<file path="src/rtl/sseg_pkg.sv">
// Shared definitions for the seven-segment scan multiplexer.
// Holds the anode polarity, the slot-index width helper and the load FSM states.
// Used by sseg_slot_timer and sseg_scan_mux (optional dimming macro: SSEG_DIM_EN).
package sseg_pkg;

  // Common-anode display: driving an anode high turns the digit off.
  localparam logic SEG_ANODE_OFF = 1'b1;

  // Slot index width; a 2-digit display still needs one bit.
  function automatic int slot_w(input int n);
    return (n > 2) ? $clog2(n) : 1;
  endfunction

  typedef enum logic {
    IDLE    = 1'b0,
    PENDING = 1'b1
  } load_state_t;

endpackage

</file>
<file path="src/rtl/sseg_slot_timer.sv">
// Purpose: prescaler + slot counter that paces the digit scan; flags the last cycle of a frame.
// Latency: combinational frame_end from the current counter state; counters advance every clk.
// Backpressure: none, free-running once out of reset.
// Ports: clk, rst_n (sync, active-low) in; prescaler, slot, frame_end out.
module sseg_slot_timer #(
  parameter int NUM_DIGITS  = 8,
  parameter int SLOT_CYCLES = 100000,
  parameter int SW          = 3,
  parameter int PW          = 17
) (
  input  logic          clk,
  input  logic          rst_n,
  output logic [PW-1:0] prescaler,
  output logic [SW-1:0] slot,
  output logic          frame_end
);

  logic slot_end;
  logic last_slot;

  assign slot_end  = (prescaler == PW'(SLOT_CYCLES - 1));
  assign last_slot = (slot == SW'(NUM_DIGITS - 1));
  assign frame_end = slot_end && last_slot;

  always_ff @(posedge clk) begin
    if (!rst_n) begin
      prescaler <= '0;
      slot      <= '0;
    end else if (slot_end) begin
      prescaler <= '0;
      // Explicit wrap: NUM_DIGITS need not be a power of two.
      slot      <= last_slot ? '0 : slot + 1'b1;
    end else begin
      prescaler <= prescaler + 1'b1;
    end
  end

endmodule

</file>
<file path="src/rtl/sseg_scan_mux.sv">
// Purpose: time-multiplexed scan of an N-digit common-anode display with a double-buffered frame.
// Latency: all display outputs are registered, one cycle behind the slot counter.
// Backpressure: ready low while a frame is pending; it commits on the next frame_tick.
// Ports: clk, rst_n, load, digits_in, dp_in, blank_in [, brightness] in;
//        ready, anode_n, digitOn, dp_n, slot_idx, frame_tick out.
// Optional: define SSEG_DIM_EN to add the 4-bit brightness PWM input.
module sseg_scan_mux
  import sseg_pkg::*;
#(
  parameter int NUM_DIGITS   = 8,
  parameter int DIGIT_W      = 4,
  parameter int SLOT_CYCLES  = 100000,
  parameter int BLANK_CYCLES = 16
) (
  input  logic                            clk,
  input  logic                            rst_n,
`ifdef SSEG_DIM_EN
  input  logic [3:0]                      brightness,
`endif
  input  logic                            load,
  input  logic [NUM_DIGITS*DIGIT_W-1:0]   digits_in,
  input  logic [NUM_DIGITS-1:0]           dp_in,
  input  logic [NUM_DIGITS-1:0]           blank_in,
  output logic                            ready,
  output logic [NUM_DIGITS-1:0]           anode_n,
  output logic [DIGIT_W-1:0]              digitOn,
  output logic                            dp_n,
  output logic [slot_w(NUM_DIGITS)-1:0]   slot_idx,
  output logic                            frame_tick
);

  localparam int SW = slot_w(NUM_DIGITS);
  localparam int PW = $clog2(SLOT_CYCLES);

  logic [PW-1:0] prescaler;
  logic [SW-1:0] slot;
  logic          frame_end;

  sseg_slot_timer #(
    .NUM_DIGITS  (NUM_DIGITS),
    .SLOT_CYCLES (SLOT_CYCLES),
    .SW          (SW),
    .PW          (PW)
  ) u_timer (
    .clk       (clk),
    .rst_n     (rst_n),
    .prescaler (prescaler),
    .slot      (slot),
    .frame_end (frame_end)
  );

  // Load FSM: one pending frame at most; commit lands on the frame boundary.
  load_state_t state, state_nxt;
  logic        capture;
  logic        commit;

  always_ff @(posedge clk) begin
    if (!rst_n) state <= IDLE;
    else        state <= state_nxt;
  end

  // A load coinciding with frame_end in IDLE is only captured; the commit
  // waits for the next frame_end so a frame is never shown half-written.
  always_comb begin
    state_nxt = state;
    capture   = 1'b0;
    commit    = 1'b0;
    case (state)
      IDLE: begin
        if (load) begin
          capture   = 1'b1;
          state_nxt = PENDING;
        end
      end
      PENDING: begin
        if (frame_end) begin
          commit    = 1'b1;
          state_nxt = IDLE;
        end
      end
      default: state_nxt = IDLE;
    endcase
  end

  assign ready = (state == IDLE);

  // Pending and display buffers.
  logic [DIGIT_W-1:0]    pend_digit [NUM_DIGITS];
  logic [DIGIT_W-1:0]    disp_digit [NUM_DIGITS];
  logic [NUM_DIGITS-1:0] pend_dp;
  logic [NUM_DIGITS-1:0] pend_blank;
  logic [NUM_DIGITS-1:0] disp_dp;
  logic [NUM_DIGITS-1:0] disp_blank;

  always_ff @(posedge clk) begin
    if (!rst_n) begin
      for (int k = 0; k < NUM_DIGITS; k++) begin
        pend_digit[k] <= '0;
        disp_digit[k] <= '0;
      end
      pend_dp    <= '0;
      pend_blank <= '0;
      disp_dp    <= '0;
      disp_blank <= '1;  // dark until the first frame is committed
    end else begin
      if (capture) begin
        for (int k = 0; k < NUM_DIGITS; k++)
          pend_digit[k] <= digits_in[k*DIGIT_W +: DIGIT_W];
        pend_dp    <= dp_in;
        pend_blank <= blank_in;
      end
      if (commit) begin
        for (int k = 0; k < NUM_DIGITS; k++)
          disp_digit[k] <= pend_digit[k];
        disp_dp    <= pend_dp;
        disp_blank <= pend_blank;
      end
    end
  end

  // Anti-ghosting window: anodes stay off for the first BLANK_CYCLES of a slot.
  logic in_window;
  generate
    if (BLANK_CYCLES == 0) begin : g_no_gap
      assign in_window = 1'b1;
    end else begin : g_gap
      assign in_window = (prescaler >= PW'(BLANK_CYCLES));
    end
  endgenerate

  logic duty_on;
`ifdef SSEG_DIM_EN
  logic [3:0] pwm_cnt;

  always_ff @(posedge clk) begin
    if (!rst_n) pwm_cnt <= '0;
    else        pwm_cnt <= pwm_cnt + 1'b1;
  end

  // Strict compare: brightness 0 is dark, 15 gives 15/16 duty.
  assign duty_on = (pwm_cnt < brightness);
`else
  assign duty_on = 1'b1;
`endif

  // Registered outputs; digit code and dp follow the slot even while blanked.
  always_ff @(posedge clk) begin
    if (!rst_n) begin
      anode_n    <= {NUM_DIGITS{SEG_ANODE_OFF}};
      digitOn    <= '0;
      dp_n       <= 1'b1;
      slot_idx   <= '0;
      frame_tick <= 1'b0;
    end else begin
      anode_n <= {NUM_DIGITS{SEG_ANODE_OFF}};
      if (in_window && duty_on && !disp_blank[slot])
        anode_n[slot] <= ~SEG_ANODE_OFF;
      digitOn    <= disp_digit[slot];
      dp_n       <= ~disp_dp[slot];
      slot_idx   <= slot;
      frame_tick <= frame_end;
    end
  end

endmodule
</file>
<file path="config.mk">
export PLATFORM = sky130hd
export DESIGN_NAME = sseg_scan_mux
export DESIGN_NICKNAME = d
export VERILOG_FILES = /design/src/rtl/sseg_pkg.sv /design/src/rtl/sseg_slot_timer.sv /design/src/rtl/sseg_scan_mux.sv
export SDC_FILE = /design/constraint.sdc
export NUM_CORES = 1
export LEC_CHECK = 0
export BUFFER_PORTS_ARGS = -buffer_cell sky130_fd_sc_hd__buf_2
export CAP_MARGIN = 0
export CORE_UTILIZATION = 38
export DETAILED_ROUTE_END_ITERATION = 16
export GPL_TIMING_DRIVEN = 0
export SETUP_SLACK_MARGIN = 0.05
export SYNTH_ARGS = -nofsm -noshare
export SYNTH_HDL_FRONTEND = slang
export SYNTH_SLANG_ARGS = --single-unit
</file>
<file path="constraint.sdc">
create_clock -name clk -period 2.8 [get_ports clk]
set_clock_uncertainty 0.15 [all_clocks]
set_input_delay 0.28 -clock clk [delete_from_list [all_inputs] [get_ports clk]]
set_output_delay 0.28 -clock clk [all_outputs]
set_load 0.02 [all_outputs]
</file>
After elaboration in Yosys (flattened, before gate mapping). Memories as Yosys holds them, arrays and structs flattened. A register that Yosys moved wholly into a read port is not among the register bits. Cells that the tools add are included.

Bitwise gates (word level): 20. Reductions and logical operators: 7. Mux-type cells: 36. Equal/unequal tests: 2. Magnitude comparators: 3. Add/sub/neg operators: 2.

Operators by type and width (count): 4-bit 2-to-1 mux (16); 17-bit by 1-bit adder with 17-bit output (second input constant) (1); 17-bit equality test (second input constant) (1); 17-bit by 5-bit greater-or-equal comparator with 1-bit output (second input constant) (1); 1-bit bitwise OR (16); 1-bit 2-to-1 mux (15); 8-bit NOT (1); 1-bit binary-select mux with 3-bit select (2); 3-bit by 4-bit less-than comparator with 1-bit output (second input constant) (1); 3-bit by 1-bit adder with 3-bit output (second input constant) (1); 1-bit demux with 3-bit select (1); 3-bit equality test (second input constant) (1); 3-bit by 1-bit greater-or-equal comparator with 1-bit output (second input constant) (1); 1-bit logical AND (3); 3-bit 2-to-1 mux (1); 1-bit NOT (3); 1-bit logical NOT (2); 1-bit case mux with 2 select lines (1); 2-bit AND reduction (1); 2-bit OR reduction (1).

Memories: 2. RAM bits: 64. Logic and storage cells: 83. Bits of input ports: 51. Register bits after elaboration: 66. Output and inout bits: 18.

Memories: disp_digit (depth 8, width 4, rd ports 1, clocked after Yosys merged registers in 1, wr ports 8, RTL line sseg_scan_mux.sv:89) `logic [DIGIT_W-1:0] disp_digit [NUM_DIGITS];`; pend_digit (depth 8, width 4, rd ports 8, clocked after Yosys merged registers in 0, wr ports 8, RTL line sseg_scan_mux.sv:88) `logic [DIGIT_W-1:0] pend_digit [NUM_DIGITS];`.

Longest topological paths before layout.
Depth after elaboration: 8. Mapped depth: 7. Mapped depth without buffers: 6.

Cells and area by module. From an unflattened synthesis, not the netlist that was laid out.

Cell total of the unflattened synthesis: 392. Area, all modules: 5167.5 um^2.

Modules (own cells, without submodules): sseg_scan_mux (cells each 290, instances 1, sequential area each 2922.8 um^2, area an instance 4216.5 um^2); sseg_slot_timer (cells each 102, instances 1, sequential area each 400.4 um^2, area an instance 950.9 um^2).

Worst setup path before layout. Ideal clock, no wire load.

Path kind: reg2reg. Start point: register u_timer.prescaler[0]. End point: memory disp_digit[0][0], enable pin. Slack: 0.308 ns. Arrival time: 1.952 ns. Required time: 2.261 ns. Period minus slack after synthesis: 2.492 ns. Stages on the path, launching flop included: 6. Setup time: 0.389 ns. Buffers on the path: 0. Cells stage by stage: dfxtp_1 ha_1 nand4_1 nor3_1 nand4_1 nand2_1.

RTL lines: start: declaration (RTL line sseg_slot_timer.sv:13) `output logic [PW-1:0] prescaler,`; start signal: assignment (RTL line sseg_slot_timer.sv:34) `prescaler <= prescaler + 1'b1;`; end: declaration (RTL line sseg_scan_mux.sv:89).

==> out/summary.txt <==
#FFs+latches synth = 134
Data arrival, critical path = 2.72 ns
Post-Syn Nets = 492
Worst setup SP type = register
CP endpoint = disp_digit[0][1]
Area share of fa/ha/maj cells after synthesis = 0.948%
First-pass GRT wire length = 18.2 mm
Reg-to-reg endpoint = disp_digit[0][1]
CTS tree = built
Crit path buf inv count = 2
Final #Nets = 625
Period utilisation layout = 92.2%
Count leader, synth = dfxtp_1
Number of synthesized flops with an enable pin = 64
Placement Cell Area = 0.00584 mm²
GRT Total Usage = 17.0%
Share of cells above drive strength 1 = 21.4%
Initial Util = 39.4%
Avg WL per Cell = 14.8 µm
Most frequent cells after synthesis = dfxtp_1, and2_1, edfxtp_1
Vias per inst = 4.84
DIE AREA = 0.0144 mm²
Drt first pass iters = 5
Mux cell area share after synthesis = 5.78%
Clock Tree Root = clkbuf_16
R2R Setup Slk = 0.22 ns
Synth Warn # = 0
Largest net degree at the start of global routing = 33
I/O pins = 69
FMAX = 388 MHz
Total clock sinks = 134
Register area share after synthesis = 63.0%
Synth cell types = 36
DR vias = 3675
Compound-cell area share of the yosys netlist = 6.90%
H-tree depth = 4
Post-Synth Simple-Gate Area = 18.3%
Post-synthesis xor/xnor area fraction = 2.16%
Hpwl dp = 7.46 mm
Final wirelength = 11.2 mm
Top FF cell, synth = dfxtp_1
CTS clk-pin slew, worst paths = 0.06 ns
Number of global-route vias before repair = 3617
Worst-Margin Slew = 0.734 ns
Req. time, crit path = 2.94 ns
Synth area leader = edfxtp_1
Die width = 120 µm
Worst hold path cell count = 2
Cell family with most CP delay = simple AND/OR/NAND/NOR gates
Max-slew violations = 0
Fin area = 0.00694 mm²
Critical Path Source = u_timer.prescaler[11]
Ranking of synthesized cells by area = edfxtp_1, dfxtp_1, and2_1
Global route total overflow = 0
Synthesized instance count = 437
Worst path cell trace = or4_4, or4_1, buf_2, nor4_4, buf_6, and2_1
Die height = 120 µm
Syn Std Cell Area = 0.00528 mm²
Crit path time final = 2.58 ns
1st-iter DRT viols = 236
Num rows = 42
DRC viols = 0
Pwr dens = 681 mW/mm²
Post-layout util = 51.8%
VDD IR-drop max = 0.359 mV
Worst hold margin = 0.0164 ns
MaxCap Viol Count = 0
Antenna-violating nets left = 0
Clk_lat worst skew = 0.42 ns
Unrepaired setup endpoints after global routing = true
Outcome = finished clean
Clock buffer depth = 2
FFs w/ async S/R, synth = 0%
CTS buffer count = 17
R2r worst-path depth = 6
Initial antenna violation count = 0
Hold/Removal Path Class = primary input to register
Leakage power total = 2.58 nW
Port Buffers = 68
Core ar. = 0.0134 mm²
Worst-path fanout max = 10
Area share of the largest cell type after synthesis = 36.4%
Synthesized area per cell = 12.1 µm²
Max stage delay cell, worst path = or4_4
Reg-to-Reg Start = u_timer.prescaler[11]
Area growth from synthesis to layout = 31.4%
Number of cells on the critical path = 6
Diode count = 0
Final setup viols = 0
CP max stage delay = 0.60 ns
CP endpoint kind = register
Final hold viol count = 0
Final weighted congestion in routability-driven placement = 0.836
Normalized max-slew margin = 50.9%
Fill cell count = 1165
Worst Setup Path Type = register to register
Largest family of logic cells by synthesized area = simple AND/OR/NAND/NOR gates
[layout by cell type (no fill, tap or decap), types with 6 or more instances in the layout]
| cell type | count |
|---|---|
| a21oi_1 | 22 |
| a22o_1 | 16 |
| and2_1 | 65 |
| buf_2 | 71 |
| clkbuf_1 | 18 |
| clkbuf_16 | 17 |
| dfxtp_1 | 70 |
| dlygate4sd3_1 | 42 |
| edfxtp_1 | 64 |
| inv_1 | 10 |
| mux2i_1 | 8 |
| mux4_2 | 10 |
| nand2_1 | 20 |
| nand3_1 | 18 |
| nand4_1 | 6 |
| nor2_1 | 25 |
| nor3_1 | 13 |
| nor4_1 | 9 |
| o21ai_0 | 17 |
| xnor2_1 | 11 |
[flip-flops by register name (all words and copies together), names as in the netlist]
| register | cells |
|---|---|
| u_timer.prescaler | 17 |
| digitOn | 4 |
| pend_dp | 8 |
| disp_blank | 8 |
| frame_tick | 1 |
| dp_n | 1 |
| disp_digit | 32 |
| pend_digit | 32 |
| state | 1 |
| pend_blank | 8 |
| anode_n | 8 |
| u_timer.slot | 3 |
| slot_idx | 3 |
| disp_dp | 8 |
[metrics by stage]
step                      instances  setup TNS [ns]  setup WS (ns)  total power, W
after detailed placement        681          -11.07         -0.258         0.00237
after global placement          681           -7.44         -0.215         0.00236
final                           759               0          0.219         0.00472
after CTS                       759               0          0.186         0.00475
after global routing            759               0         0.0342         0.00487
after floorplan                 437               0          0.308         0.00229
[worst min-delay path by stage]
stage	start	to	slack (ns)
2_1_floorplan	rst_n	slot_idx[2]	0.25
3_3_place_gp	u_timer.prescaler[0]	u_timer.prescaler[0]	0.30
3_5_place_dp	u_timer.prescaler[0]	u_timer.prescaler[0]	0.30
4_1_cts	digits_in[12]	pend_digit[0][12]	0.01
5_1_grt	digits_in[6]	pend_digit[0][6]	0.007
6_report	digits_in[26]	pend_digit[1][10]	0.02
[layer usage]
metal / vias up / routed length, µm / GRT usage (%)
met5: - / 0 / 0
met4: 0 / 210 / 8.52
met3: 17 / 507 / 4.13
met2: 83 / 5380 / 26.3
met1: 1745 / 5130 / 22.3
li1: 1830 / - / -
[power by group]
part           switching [W]  internal, W
logic              0.0000983     0.000107
clock network       0.000859      0.00149
registers          0.0000280      0.00214
total               0.000985      0.00374
[layout make-up]
cell class	count	area [µm²]	share of cell area, %
Buffer	25	114	1.64
Clock buffer	17	425	6.13
Clock inverter	15	201	2.90
Inverter	11	45.0	0.649
Multi-Input combinational cell	267	1820	26.2
Sequential cell	134	3320	47.9
Tap cell	176	220	3.18
Timing Repair Buffer	113	783	11.3
Timing Repair inverter	1	7.51	0.108
[cell families (layout without fill, tap and decap cells)]
group | Yosys count | in the layout
xor+xnor | 13 | 13
fa+ha+maj | 4 | 4
buf+inv | 36 | 182
flops | 134 | 134
simple gates | 173 | 173
mux | 18 | 18
compound gates | 59 | 59
[timing repair]
item,in CTS,in global routing
buffers inserted,3,0
endpoints found under the setup margin,84,17
hold endpoints to repair,42,0
gates resized for setup,4,3
gates cloned,1,0
hold buffers,42,0
No activity file was read; power rests on OpenSTA's default activity.
